File: src/rtl/uart_rx_drain_pkg.sv
// Shared types and constants for the CoreUART receive drain block.
package uart_rx_drain_pkg;

  typedef enum logic [1:0] {
    IDLE = 2'd0,
    READ = 2'd1,
    CAPT = 2'd2,
    WAIT = 2'd3
  } state_e;

  localparam int ERR_PAR = 0;
  localparam int ERR_FRM = 1;
  localparam int ERR_OVF = 2;
  localparam int ERR_W   = 3;
  localparam int BYTE_W  = 8;
  localparam int FIFO_W  = ERR_W + BYTE_W;

endpackage

File: src/rtl/uart_rx_drain_if.sv
// Valid/ready byte stream carrying a received byte and its {overflow, framing, parity} tag.
interface uart_rx_drain_if;
  import uart_rx_drain_pkg::*;

  logic              M_VALID;
  logic              M_READY;
  logic [BYTE_W-1:0] M_DATA;
  logic [ERR_W-1:0]  M_ERR;

  modport master (output M_VALID, output M_DATA, output M_ERR, input M_READY);
  modport slave  (input M_VALID, input M_DATA, input M_ERR, output M_READY);

endinterface

File: src/rtl/uart_rx_drain_fifo.sv
// First-word-fall-through FIFO holding {err, data} entries; read data is zero while empty.
module uart_rx_drain_fifo
  import uart_rx_drain_pkg::*;
#(
  parameter int DEPTH = 16,
  parameter int WIDTH = FIFO_W
) (
  input  logic                     clk_i,
  input  logic                     rst_i,
  input  logic                     push_i,
  input  logic [WIDTH-1:0]         wdata_i,
  input  logic                     pop_i,
  output logic [WIDTH-1:0]         rdata_o,
  output logic                     full_o,
  output logic                     empty_o,
  output logic [$clog2(DEPTH):0]   level_o
);

  localparam int PTR_W = $clog2(DEPTH);
  localparam int CNT_W = PTR_W + 1;

  logic [WIDTH-1:0] mem_q [DEPTH];
  logic [CNT_W-1:0] wr_cnt_q, wr_cnt_d;
  logic [CNT_W-1:0] rd_cnt_q, rd_cnt_d;
  logic [CNT_W-1:0] level;
  logic             push_ok;
  logic             pop_ok;

  // Counters are one bit wider than the pointers so full and empty are distinguishable.
  assign level   = wr_cnt_q - rd_cnt_q;
  assign full_o  = (level == CNT_W'(DEPTH));
  assign empty_o = (level == '0);
  assign level_o = level;

  assign push_ok = push_i & ~full_o;
  assign pop_ok  = pop_i & ~empty_o;

  always_comb begin
    wr_cnt_d = wr_cnt_q;
    rd_cnt_d = rd_cnt_q;
    if (push_ok) wr_cnt_d = wr_cnt_q + CNT_W'(1);
    if (pop_ok)  rd_cnt_d = rd_cnt_q + CNT_W'(1);
  end

  always_ff @(posedge clk_i) begin
    if (rst_i) begin
      wr_cnt_q <= '0;
      rd_cnt_q <= '0;
    end else begin
      wr_cnt_q <= wr_cnt_d;
      rd_cnt_q <= rd_cnt_d;
    end
  end

  always_ff @(posedge clk_i) begin
    if (push_ok) mem_q[wr_cnt_q[PTR_W-1:0]] <= wdata_i;
  end

  assign rdata_o = empty_o ? '0 : mem_q[rd_cnt_q[PTR_W-1:0]];

endmodule

File: src/rtl/uart_rx_drain.sv
// Drains CoreUART receive data into a local FIFO and presents it on a valid/ready stream.
// Define UART_RX_DRAIN_ERR_CNT_EN to add saturating parity/framing/overflow counters.
module uart_rx_drain
  import uart_rx_drain_pkg::*;
#(
  parameter int DEPTH    = 16,
  parameter int WAIT_MAX = 8
) (
  input  logic                   CLK,
  input  logic                   RESET,
  input  logic                   UART_RXRDY,
  input  logic [BYTE_W-1:0]      UART_DATA_OUT,
  input  logic                   UART_PARITY_ERR,
  input  logic                   UART_FRAMING_ERR,
  input  logic                   UART_OVERFLOW,
  output logic                   UART_CSN,
  output logic                   UART_OEN,
  uart_rx_drain_if.master        m_if,
  output logic                   STUCK,
  output logic [$clog2(DEPTH):0] LEVEL
`ifdef UART_RX_DRAIN_ERR_CNT_EN
  ,
  input  logic                   CNT_CLR,
  output logic [15:0]            PAR_CNT,
  output logic [15:0]            FRM_CNT,
  output logic [15:0]            OVF_CNT
`endif
);

  localparam logic [1:0] S_IDLE = 2'(IDLE);
  localparam logic [1:0] S_READ = 2'(READ);
  localparam logic [1:0] S_CAPT = 2'(CAPT);
  localparam logic [1:0] S_WAIT = 2'(WAIT);
  localparam int         WCNT_W = (WAIT_MAX > 1) ? $clog2(WAIT_MAX) : 1;

  logic [1:0]        state_q, state_d;
  logic [WCNT_W-1:0] wait_q, wait_d;
  logic              stuck_q, stuck_d;
  logic              strb_n_q;
  logic              push;
  logic              pop;
  logic              fifo_full;
  logic              fifo_empty;
  logic [ERR_W-1:0]  err_in;
  logic [FIFO_W-1:0] fifo_rdata;

  always_comb begin
    err_in          = '0;
    err_in[ERR_PAR] = UART_PARITY_ERR;
    err_in[ERR_FRM] = UART_FRAMING_ERR;
    err_in[ERR_OVF] = UART_OVERFLOW;
  end

  always_comb begin
    state_d = state_q;
    wait_d  = wait_q;
    stuck_d = stuck_q;
    push    = 1'b0;
    case (state_q)
      // A full FIFO leaves the byte in CoreUART, which then reports its own overflow.
      S_IDLE: if (UART_RXRDY && !fifo_full) state_d = S_READ;
      S_READ: state_d = S_CAPT;
      S_CAPT: begin
        push    = 1'b1;
        wait_d  = '0;
        state_d = S_WAIT;
      end
      S_WAIT: begin
        if (!UART_RXRDY) begin
          state_d = S_IDLE;
        end else if (wait_q == WCNT_W'(WAIT_MAX - 1)) begin
          stuck_d = 1'b1;
          state_d = S_IDLE;
        end else begin
          wait_d = wait_q + WCNT_W'(1);
        end
      end
      default: state_d = S_IDLE;
    endcase
  end

  // Strobes are registered so they are low for exactly the READ cycle.
  always_ff @(posedge CLK) begin
    if (RESET) begin
      state_q  <= S_IDLE;
      wait_q   <= '0;
      stuck_q  <= 1'b0;
      strb_n_q <= 1'b1;
    end else begin
      state_q  <= state_d;
      wait_q   <= wait_d;
      stuck_q  <= stuck_d;
      strb_n_q <= (state_d != S_READ);
    end
  end

  assign UART_CSN = strb_n_q;
  assign UART_OEN = strb_n_q;
  assign STUCK    = stuck_q;

  assign pop = m_if.M_VALID & m_if.M_READY;

  uart_rx_drain_fifo #(
    .DEPTH (DEPTH),
    .WIDTH (FIFO_W)
  ) u_fifo (
    .clk_i   (CLK),
    .rst_i   (RESET),
    .push_i  (push),
    .wdata_i ({err_in, UART_DATA_OUT}),
    .pop_i   (pop),
    .rdata_o (fifo_rdata),
    .full_o  (fifo_full),
    .empty_o (fifo_empty),
    .level_o (LEVEL)
  );

  assign m_if.M_VALID = ~fifo_empty;
  assign m_if.M_DATA  = fifo_rdata[BYTE_W-1:0];
  assign m_if.M_ERR   = fifo_rdata[FIFO_W-1:BYTE_W];

`ifdef UART_RX_DRAIN_ERR_CNT_EN
  logic [15:0] par_cnt_q;
  logic [15:0] frm_cnt_q;
  logic [15:0] ovf_cnt_q;

  function automatic logic [15:0] sat_inc16(input logic [15:0] v);
    return (v == 16'hFFFF) ? v : v + 16'd1;
  endfunction

  // Clear takes priority over an increment landing on the same edge.
  always_ff @(posedge CLK) begin
    if (RESET || CNT_CLR) begin
      par_cnt_q <= '0;
      frm_cnt_q <= '0;
      ovf_cnt_q <= '0;
    end else if (push) begin
      if (err_in[ERR_PAR]) par_cnt_q <= sat_inc16(par_cnt_q);
      if (err_in[ERR_FRM]) frm_cnt_q <= sat_inc16(frm_cnt_q);
      if (err_in[ERR_OVF]) ovf_cnt_q <= sat_inc16(ovf_cnt_q);
    end
  end

  assign PAR_CNT = par_cnt_q;
  assign FRM_CNT = frm_cnt_q;
  assign OVF_CNT = ovf_cnt_q;
`endif

endmodule
File: src/flat_wrapper.sv
// flat-port wrapper written by rule: the top's interface ports become plain ports
module uart_rx_drain_flat import uart_rx_drain_pkg::*;
#(
  parameter int DEPTH    = 16,
  parameter int WAIT_MAX = 8
)
  (CLK, RESET, UART_RXRDY, UART_DATA_OUT, UART_PARITY_ERR, UART_FRAMING_ERR, UART_OVERFLOW, UART_CSN, UART_OEN, STUCK, LEVEL, m_if_M_VALID, m_if_M_DATA, m_if_M_ERR, m_if_M_READY);
  uart_rx_drain_if m_if_i ();
  input  logic CLK;
  input  logic RESET;
  input  logic UART_RXRDY;
  input  logic [BYTE_W-1:0] UART_DATA_OUT;
  input  logic UART_PARITY_ERR;
  input  logic UART_FRAMING_ERR;
  input  logic UART_OVERFLOW;
  output logic UART_CSN;
  output logic UART_OEN;
  output logic STUCK;
  output logic [$clog2(DEPTH):0] LEVEL;
  output wire logic [$bits(m_if_i.M_VALID)-1:0] m_if_M_VALID;
  output wire logic [$bits(m_if_i.M_DATA)-1:0] m_if_M_DATA;
  output wire logic [$bits(m_if_i.M_ERR)-1:0] m_if_M_ERR;
  input wire logic [$bits(m_if_i.M_READY)-1:0] m_if_M_READY;
  assign m_if_M_VALID = m_if_i.M_VALID;
  assign m_if_M_DATA = m_if_i.M_DATA;
  assign m_if_M_ERR = m_if_i.M_ERR;
  assign m_if_i.M_READY = m_if_M_READY;
  uart_rx_drain #(.DEPTH(DEPTH), .WAIT_MAX(WAIT_MAX)) u_core (.CLK(CLK), .RESET(RESET), .UART_RXRDY(UART_RXRDY), .UART_DATA_OUT(UART_DATA_OUT), .UART_PARITY_ERR(UART_PARITY_ERR), .UART_FRAMING_ERR(UART_FRAMING_ERR), .UART_OVERFLOW(UART_OVERFLOW), .UART_CSN(UART_CSN), .UART_OEN(UART_OEN), .m_if(m_if_i), .STUCK(STUCK), .LEVEL(LEVEL));
endmodule
File: config.mk
export PLATFORM = sky130hd
export DESIGN_NAME = uart_rx_drain_flat
export DESIGN_NICKNAME = d
export VERILOG_FILES = /design/src/rtl/uart_rx_drain_pkg.sv /design/src/rtl/uart_rx_drain_if.sv /design/src/rtl/uart_rx_drain_fifo.sv /design/src/rtl/uart_rx_drain.sv /design/src/flat_wrapper.sv
export SDC_FILE = /design/constraint.sdc
export NUM_CORES = 1
export LEC_CHECK = 0
export CAP_MARGIN = 20
export CORE_MARGIN = 3
export CORE_UTILIZATION = 35
export DETAILED_ROUTE_END_ITERATION = 6
export PLACE_DENSITY_LB_ADDON = 0.25
export SLEW_MARGIN = 20
export SYNTH_ARGS = -nofsm -noshare
export SYNTH_HDL_FRONTEND = slang
export SYNTH_SLANG_ARGS = --single-unit
File: constraint.sdc
create_clock -name CLK -period 4.99 [get_ports CLK]
set_input_delay 0.499 -clock CLK [delete_from_list [all_inputs] [get_ports CLK]]
set_output_delay 0.499 -clock CLK [all_outputs]
set_load 0.01 [all_outputs]
==> results of run 1 <==
-- Yosys cell counts (all sizes together) (2+ instances only) --
cell	number	share of area (%)
nand3	3	0.18
edfxtp	176	65
mux2	9	1.2
a21boi	3	0.32
xor2	3	0.42
and2	4	0.31
clkbuf	7	0.34
a22oi	2	0.18
inv	9	0.42
mux2i	3	0.37
nor2	23	1.1
mux4	55	16
buf	12	1.2
nor2b	20	2.2
and3	13	1.0
a21oi	9	0.60
ha	11	1.7
dfxtp	21	5.2
nand2	5	0.26
nand4	2	0.15
nand2b	5	0.39
-- through the flow --
step,cell area [µm²],setup WS [ns]
after floorplan,8120,2.05
after global placement,8730,1.43
after detailed placement,8730,1.36
after CTS,9310,0.981
after global routing,9310,0.739
final,9310,1.03
-- worst register-to-register path, stage by stage, from the launching register on --
cell and delay, ns:
dfxtp_1 0.41, inv_1 0.12, ha_1 0.24, fa_1 0.40, nand2b_1 0.16, a21oi_1 0.21, xor2_2 0.29, inv_2 0.14
a21boi_2 0.43, and3_1 0.86
-- registers in the layout, summed over array words and instances (netlist names), named ones only --
name / count
u_core.STUCK: 1
u_core.wait_q: 3
u_core.UART_CSN: 1
u_core.u_fifo.wr_cnt_q: 5
u_core.u_fifo.mem_q: 176
u_core.u_fifo.rd_cnt_q: 5
u_core.state_q: 2
-- placed cells by master, fill, tap and decap left out, types with 7 or more instances in the layout --
master,netlist,routed
nor2_1,23,23
mux4_2,37,37
clkdlybuf4s50_1,0,34
dfxtp_1,21,19
nor2b_1,13,13
and3_1,13,13
ha_1,11,11
edfxtp_1,176,176
a21oi_1,8,8
mux4_1,18,18
clkbuf_16,0,17
nor2b_4,7,7
inv_1,8,8
-- power by group through the flow --
stage	sequential (µW)	clock (µW)	combinational, µW
finish	1950	1320	1230
global route	1970	1430	1320
CTS	1960	1350	1260
detailed placement	2000	0	1250
global placement	1990	0	1240
floorplan	1900	0	874
-- worst paths after layout --
path	startpoint	end	slack, ns	cells after the start
worst max-delay path	u_core.u_fifo.wr_cnt_q[0]	m_if_M_DATA[4]	1.03	11
worst min-delay path	u_core.STUCK	u_core.STUCK	0.49	2
worst max register to register	u_core.u_fifo.wr_cnt_q[0]	u_core.u_fifo.mem_q[10][0]	1.35	9
worst min register to register	u_core.STUCK	u_core.STUCK	0.49	2
-- logic make-up (layout without fill, tap and decap cells) --
group                      after synthesis  in the layout
AOI/OAI and AO/OA                       19             19
DFF                                    197            197
adders and majority gates               12             12
buffers and inverters                   28             78
and+or+nand+nor                         79             79
xor gates and xnor gates                 4              4
muxes                                   67             67
-- cell type report --
type,instances,area (µm²)
Sequential cell,197,5710
Inverter,9,33.8
Clock inverter,15,148
Timing Repair Buffer,37,375
Fill cell,2000,13400
Tap cell,285,357
Multi-Input combinational cell,181,2260
Clock buffer,17,425
-- layer usage --
layer / global-route usage, % / share of wire, % / up-vias
li1: - / - / 1715
met1: 18.4 / 45 / 2019
met2: 23.1 / 50 / 78
met3: 3.34 / 3.5 / 12
met4: 3.93 / 1.3 / 0
met5: 0 / 0 / -
==> impl_metrics.yaml, run 1 <==
status:
  status: "complete, no violations"
timing:
  maxSlewViolCount: 0
  max_freq_ghz: 0.252
  hold_viol: 0
  tns_ns: 0
  slew_headroom_pct: 31.5
  tightest_slew_ns: 1.03
  rsz0062_at_grt: "false"
  fin_crit_sh_pct: 79.4
  holdWs_ns: 0.492
  setup_viol: 0
  fin_skew_ns: 0.00940
  period_minus_slack_ns: 3.96
logic_synthesis:
  synthArstFlopShare_pct: 0
  synth_xor_xnor_area_share_pct: 0.524
  syn_nets: 433
  synthMuxAreaShare_pct: 17.7
  yosysSeqAreaShare_pct: 70.3
  ys_ff_latch: 197
  ys_types: 46
  netlist_area_um2: 8120
  synth_compound_area_share_pct: 1.70
  synth_top_family_by_area: "multiplexers"
  synth_fa_ha_area_share_pct: 1.94
  yosysWarnings: 0
  synth-simple-area-share_pct: 5.92
  synth_edf_count: 176
  syn_inst: 406
  synth_flop_cell: "edfxtp_1"
  synthesis.area_per_instance_um2: 20.0
clock_tree:
  h-tree-depth: 4
  clk_path_buf_depth: 2
  ctsResizeCount: 0
  holdBufCountCts: 0
  clkTransAtPathRegs_ns: 0.07
  cts_setup_buffers: 0
  clk-insertion-delay-late_ns: 0.43
  cts.sinks: 197
  cts_tree: "built"
  cts_buffers: 17
  cts_root_buf: "clkbuf_16"
die:
  die_x_um: 158
  die_y_um: 158
  core_area_um2: 22700
  fp.dieArea_um2: 25100
  rows: 55
  initial_utilization_pct: 35.7
  io-pin-count: 35
cells_and_area:
  diodes: 0
  fin_nets: 470
  drive_gt1_share_pct: 19.7
  fin_util_pct: 41.0
  instances_no_fill: 741
  syn_to_final_growth_pct: 14.6
worst_setup_path:
  endpoint_kind: "output port"
  max_stage_delay_ns: 0.48
  path_class: "register to output port"
  required_ns: 4.49
  crit_chain: "inv_1 > ha_1 > fa_1 > nand2b_1 > a21oi_1 > xor2_2 > inv_2 > a21oi_2 > buf_4 > nor2b_1 > clkdlybuf4s50_1"
  critPathLaunchType: "register"
  crit_arrival_ns: 3.46
  path_delay_family: "buffers and inverters"
  crit_slowest_cell: "clkdlybuf4s50_1"
  cp_max_fo: 12
  cp.buffers_inverters: 4
routing:
  drtIter0Drc: 241
  route.vias.total: 3824
  wirelength_um: 16300
  drc: 0
  dr.pass1.iters: 4
  detail-route-antenna-nets: 0
  vias_per_cell: 5.16
  wl_per_cell_um: 22.0
global_routing:
  antenna_found_initial: 0
  grt-ovfl-total: 0
  grt_usage_pct: 13.9
  grt_first_pass_wirelength_um: 25000
  grt_pass1_vias: 4117
  grt_max_degree: 45
power_and_ir_drop:
  p_total_uw: 4500
  vdd_drop_max_mv: 0.351
  powerDensity_nw_per_um2: 483
  clockPowerShare_pct: 29.3
  p_sw_share_pct: 28.1
  p_seq_share_pct: 43.4
  p_switching_uw: 1270
  power.leakage_uw: 0.00305
  power.internal_uw: 3230
  p_comb_share_pct: 27.3
placed_design:
  numPortBuffers: 34
  dp_cells: 709
  gp_congestion: 0.781
  hpwl_um: 9650
run:
  drv_cap: 0
min_path:
  hold_path.class: "register to register"
Power figures use the tool's default switching activity.
==> inputs of run 2 (changes only) <==
clock period = 3.8 ns   (was 4.99 ns; I/O delays follow)
==> run 2 against run 1 <==
Wire length rose by 3.3%. Register-to-register slack lost 0.96 ns. Critical path depth unchanged. Global-route usage up 0.056 points. Clock power up 31%. Largest power group unchanged. Clock skew up 0.0033 ns. Final area increased by 2.4%. Setup slack worse by 0.87 ns.
==> impl_metrics.yaml, run 2 (synthesis gave the netlist of run 1 again) <==
global_routing:
  grt-ovfl-total: 0
  grt_util_met3_pct: 3.67
  busiest_layer: "met2"
  grt_pass1_vias: 4144
  use_met2_pct: 22.9
  grt_usage_pct: 14.0
  grt_max_degree: 28
  grt_first_pass_wirelength_um: 25000
  grt_use_met1_pct: 18.7
  antenna_found_initial: 0
timing:
  tightest_slew_ns: 0.907
  maxSlewViolCount: 0
  period_minus_slack_ns: 3.64
  setup_ws_ns: 0.156
  tns_ns: 0
  rsz0062_at_grt: "false"
  hold_viol: 0
  max_freq_ghz: 0.274
  fin_crit_sh_pct: 95.9
  setup_viol: 0
  fin_skew_ns: 0.0127
  slew_headroom_pct: 39.3
die:
  rows: 55
  die_x_um: 158
  core_area_um2: 22700
  fp.dieArea_um2: 25100
  die_y_um: 158
  io-pin-count: 35
  initial_utilization_pct: 35.7
worst_setup_path:
  reg2reg_to: "u_core.u_fifo.mem_q[2][1]"
  reg2reg_depth: 10
  endpoint_kind: "output port"
  reg2reg_slack_ns: 0.39
  crit_arrival_ns: 3.26
  crit_slowest_cell: "clkdlybuf4s50_1"
  path_delay_family: "buffers and inverters"
  r2r-start: "u_core.u_fifo.wr_cnt_q[0]"
  crit_chain: "inv_1 > ha_1 > fa_1 > nand2b_1 > a21oi_2 > xor2_2 > inv_2 > a21oi_4 > clkbuf_16 > nor2b_4 > clkdlybuf4s50_1"
  cp_max_fo: 6
  crit_start: "u_core.u_fifo.wr_cnt_q[0]"
  cp.buffers_inverters: 4
  max_stage_delay_ns: 0.47
  required_ns: 3.42
  path_class: "register to output port"
  critPathLaunchType: "register"
power_and_ir_drop:
  powerDensity_nw_per_um2: 642
  clockPowerShare_pct: 28.2
  power.internal_uw: 4440
  p_seq_share_pct: 40.8
  p_sw_share_pct: 27.5
  p_comb_share_pct: 30.9
  power.leakage_uw: 0.00317
  p_switching_uw: 1680
  vdd_drop_max_mv: 0.351
clock_tree:
  cts_root_buf: "clkbuf_16"
  cts_tree: "built"
  cts_buffers: 17
  h-tree-depth: 4
  clk_path_buf_depth: 2
  clk-insertion-delay-late_ns: 0.43
  cts.sinks: 197
  clkTransAtPathRegs_ns: 0.07
cells_and_area:
  syn_to_final_growth_pct: 17.4
  largest_reg_flops: 176
  diodes: 0
  layout_common_cells: "edfxtp_1 (176), mux4_2 (37), clkdlybuf4s50_1 (34), nor2_1 (23), buf_4 (21)"
  fin_nets: 493
  final_common_cell: "edfxtp_1"
  fin_util_pct: 42.0
  drive_gt1_share_pct: 23.2
placed_design:
  gp_congestion: 0.814
  numPortBuffers: 34
  place_ws_ns: 0.416
  hpwl_um: 10400
min_path:
  holdPathEnd: "u_core.STUCK"
  hold_path_depth: 2
  hold_path.class: "register to register"
  min_from: "u_core.STUCK"
routing:
  route.vias.total: 3922
  drc: 0
  dr.pass1.iters: 4
  detail-route-antenna-nets: 0
  wirelength_um: 16800
  vias_per_cell: 5.13
  wl_per_cell_um: 22.0
  drtIter0Drc: 272
status:
  status: "complete, no violations"
run:
  drv_cap: 0
## run 2: cell count changes in the layout (fill, tap and decap cells not counted), moves of 2 or more
cell,change
buf_12,+3
buf_4,+19
clkbuf_1,+2
clkinv_1,+2
clkinv_4,-2
clkinvlp_4,+2
dfxtp_2,+2
inv_8,-2
## run 2: worst max path at each step
stage	end	slack (ns)	cells after the start
6_report	m_if_M_DATA[3]	0.16	11
5_1_grt	m_if_M_DATA[2]	0.002	11
4_1_cts	m_if_M_DATA[0]	0.05	11
3_5_place_dp	u_core.u_fifo.mem_q[2][7]	0.42	9
3_3_place_gp	u_core.u_fifo.mem_q[11][6]	0.55	10
2_1_floorplan	u_core.u_fifo.wr_cnt_q[4]	0.86	9
## run 2: worst min-delay path, delay by kind of cell (launching register included)
kind / cells / cell delay [ns]
compound gates: 1 / 0.05
flops: 1 / 0.33
simple gates: 1 / 0.08
## run 2: power by group through the flow
stage          clock network (µW)  registers, µW  logic (µW)
6_report                     1730           2500        1890
5_1_grt                      1860           2510        2040
4_1_cts                      1770           2500        1790
3_5_place_dp                    0           2550        1790
3_3_place_gp                    0           2540        1770
2_1_floorplan                   0           2490        1150
## run 2: layout make-up
type	instances	area (µm²)
Clock buffer	19	433
Sequential cell	197	5710
Fill cell	1997	13200
Clock inverter	13	130
Timing Repair Buffer	60	603
Inverter	9	33.8
Tap cell	285	357
Multi-Input combinational cell	181	2270
## run 2: routing by layer
metal / wire length, µm / share of wire [%]
met1: 7790 / 46
met2: 8200 / 49
met3: 656 / 3.9
met4: 187 / 1.1
met5: 0 / 0
## run 2: stage by stage
stage / hold slack [ns] / total power [µW] / cells / cell area (µm²)
floorplan: 0.452 / 3640 / 406 / 8120
global placement: 0.466 / 4320 / 728 / 8910
detailed placement: 0.476 / 4340 / 728 / 8910
CTS: 0.502 / 6060 / 760 / 9470
global route: 0.516 / 6410 / 764 / 9530
finish: 0.492 / 6120 / 764 / 9530
## run 2: timing repair
action | in CTS | in global routing
gates resized for setup | 0 | 3
hold buffers | 0 | 0
setup endpoints to repair | 0 | 12
buffers inserted | 0 | 3
==> inputs of run 3 (changes only) <==
CORE_MARGIN = default   (was 3)
GPL_TIMING_DRIVEN = 0   (was default)
==> run 3 against run 2 <==
Non-clock buffer count is 4 lower. Maximum frequency is 1.6% higher. Cell count is 0.52% lower. Combinational power is 9.5% higher. Wire length is 0.15% lower. Sequential share of layout area is 0.092 points higher. Critical path depth is 1 higher.
==> impl_metrics.yaml, run 3 (synthesis gave the netlist of run 1 again) <==
status:
  status: "complete, no violations"
cells_and_area:
  layout_common_cells: "edfxtp_1 (176), mux4_2 (37), clkdlybuf4s50_1 (33), nor2_1 (23), dfxtp_1 (20)"
  regArea_um2: 5710
  diodes: 0
  fin_nets: 489
  syn_to_final_growth_pct: 17.2
  instances_no_fill: 760
  final_common_cell: "edfxtp_1"
  multi_input_area_um2: 2270
  nFillCells: 1999
  drive_gt1_share_pct: 21.3
  largest_reg_flops: 176
routing:
  dr.pass1.iters: 4
  route.vias.total: 3950
  drc: 0
  wl_per_cell_um: 22.1
  drtIter0Drc: 202
  wirelength_um: 16800
  detail-route-antenna-nets: 0
  vias_per_cell: 5.20
power_and_ir_drop:
  power.leakage_uw: 0.00314
  powerDensity_nw_per_um2: 671
  vdd_drop_max_mv: 0.670
timing:
  setup_viol: 0
  fin_skew_ns: 0.00936
  fin_crit_sh_pct: 94.3
  max_freq_ghz: 0.279
  tns_ns: 0
  tightest_slew_ns: 0.881
  hold_viol: 0
  maxSlewViolCount: 0
  period_minus_slack_ns: 3.58
  rsz0062_at_grt: "false"
  slew_headroom_pct: 41.3
global_routing:
  grt_pass1_vias: 4147
  grt_first_pass_wirelength_um: 25200
  grt_max_degree: 19
  grt_usage_pct: 15.1
  grt-ovfl-total: 0
  antenna_found_initial: 0
worst_setup_path:
  crit_chain: "inv_1 > ha_1 > fa_1 > nand2b_1 > a21oi_2 > xor2_2 > inv_4 > a21oi_4 > buf_12 > clkbuf_16 > nor2b_4 > clkdlybuf4s50_1"
  crit_slowest_cell: "clkdlybuf4s50_1"
  cp_max_fo: 7
  path_delay_family: "buffers and inverters"
  endpoint_kind: "output port"
  max_stage_delay_ns: 0.47
  cp.buffers_inverters: 5
  required_ns: 3.42
  critPathLaunchType: "register"
  crit_arrival_ns: 3.20
  path_class: "register to output port"
clock_tree:
  h-tree-depth: 4
  clk-insertion-delay-late_ns: 0.44
  cts_tree: "built"
  cts_buffers: 17
  cts_root_buf: "clkbuf_16"
  holdBufCountCts: 0
  clkTransAtPathRegs_ns: 0.07
  cts.sinks: 197
  clk_path_buf_depth: 2
placed_design:
  gp_congestion: 0.738
  dp_cells: 725
  hpwl_um: 10300
  numPortBuffers: 33
die:
  io-pin-count: 35
  core_area_um2: 22700
  rows: 55
  initial_utilization_pct: 35.7
  fp.dieArea_um2: 23800
  die_x_um: 154
  die_y_um: 154
min_path:
  hold_path.class: "input port to register"
run:
  drv_cap: 0
## run 3: timing repair
| item | in CTS | in global routing |
|---|---|---|
| setup endpoints to repair | 10 | 10 |
| resized for setup | 4 | 3 |
| cloned | 0 | 1 |
| setup buffers | 1 | 1 |
## run 3: metrics by stage
step	utilization (%)	setup WS (ns)	cell area (µm²)	hold slack [ns]	power [µW]
final	41.9	0.215	9510	0.427	6390
after floorplan	-	0.856	8120	0.452	3640
after detailed placement	38.8	0.117	8820	0.465	4360
after global placement	38.8	0.00968	8800	0.470	4330
after CTS	41.7	0.0367	9460	0.437	6280
after global routing	41.9	0.0767	9510	0.457	6640
## run 3: layout make-up
type                            instances  share of cell area (%)
Clock buffer                           18                    4.51
Timing Repair Buffer                   37                    4.14
Tap cell                              285                    3.75
Buffer                                 19                    1.43
Sequential cell                       197                    60.0
Clock inverter                         14                    1.93
Inverter                                9                   0.381
Multi-Input combinational cell        181                    23.9
## run 3: worst min-delay path: stages
cell,delay [ns]
clkbuf_1,0.19
nor2b_1,0.14
mux2_1,0.12
## run 3: power breakdown
group          switching (µW)  total, µW  leakage (µW)  internal, µW
Combinational             965       2070       0.00109          1100
Clock                     812       1870      0.000294          1060
Sequential               37.2       2450       0.00175          2420
## run 3: layer usage
layer	vias to the layer above	GRT usage, %	part of all wire, %
met1	2056	20.6	47
met4	0	6.65	2.6
met5	-	0	0
met3	28	3.31	4.1
li1	1763	-	-
met2	103	23.2	46
## run 3: worst paths after layout
path / start / to / slack (ns) / cells after the start
min reg2reg: u_core.STUCK / u_core.STUCK / 0.49 / 2
max: u_core.u_fifo.wr_cnt_q[0] / m_if_M_DATA[2] / 0.22 / 12
max reg2reg: u_core.u_fifo.wr_cnt_q[0] / u_core.u_fifo.mem_q[5][8] / 0.31 / 9
min: RESET / u_core.u_fifo.wr_cnt_q[3] / 0.43 / 3
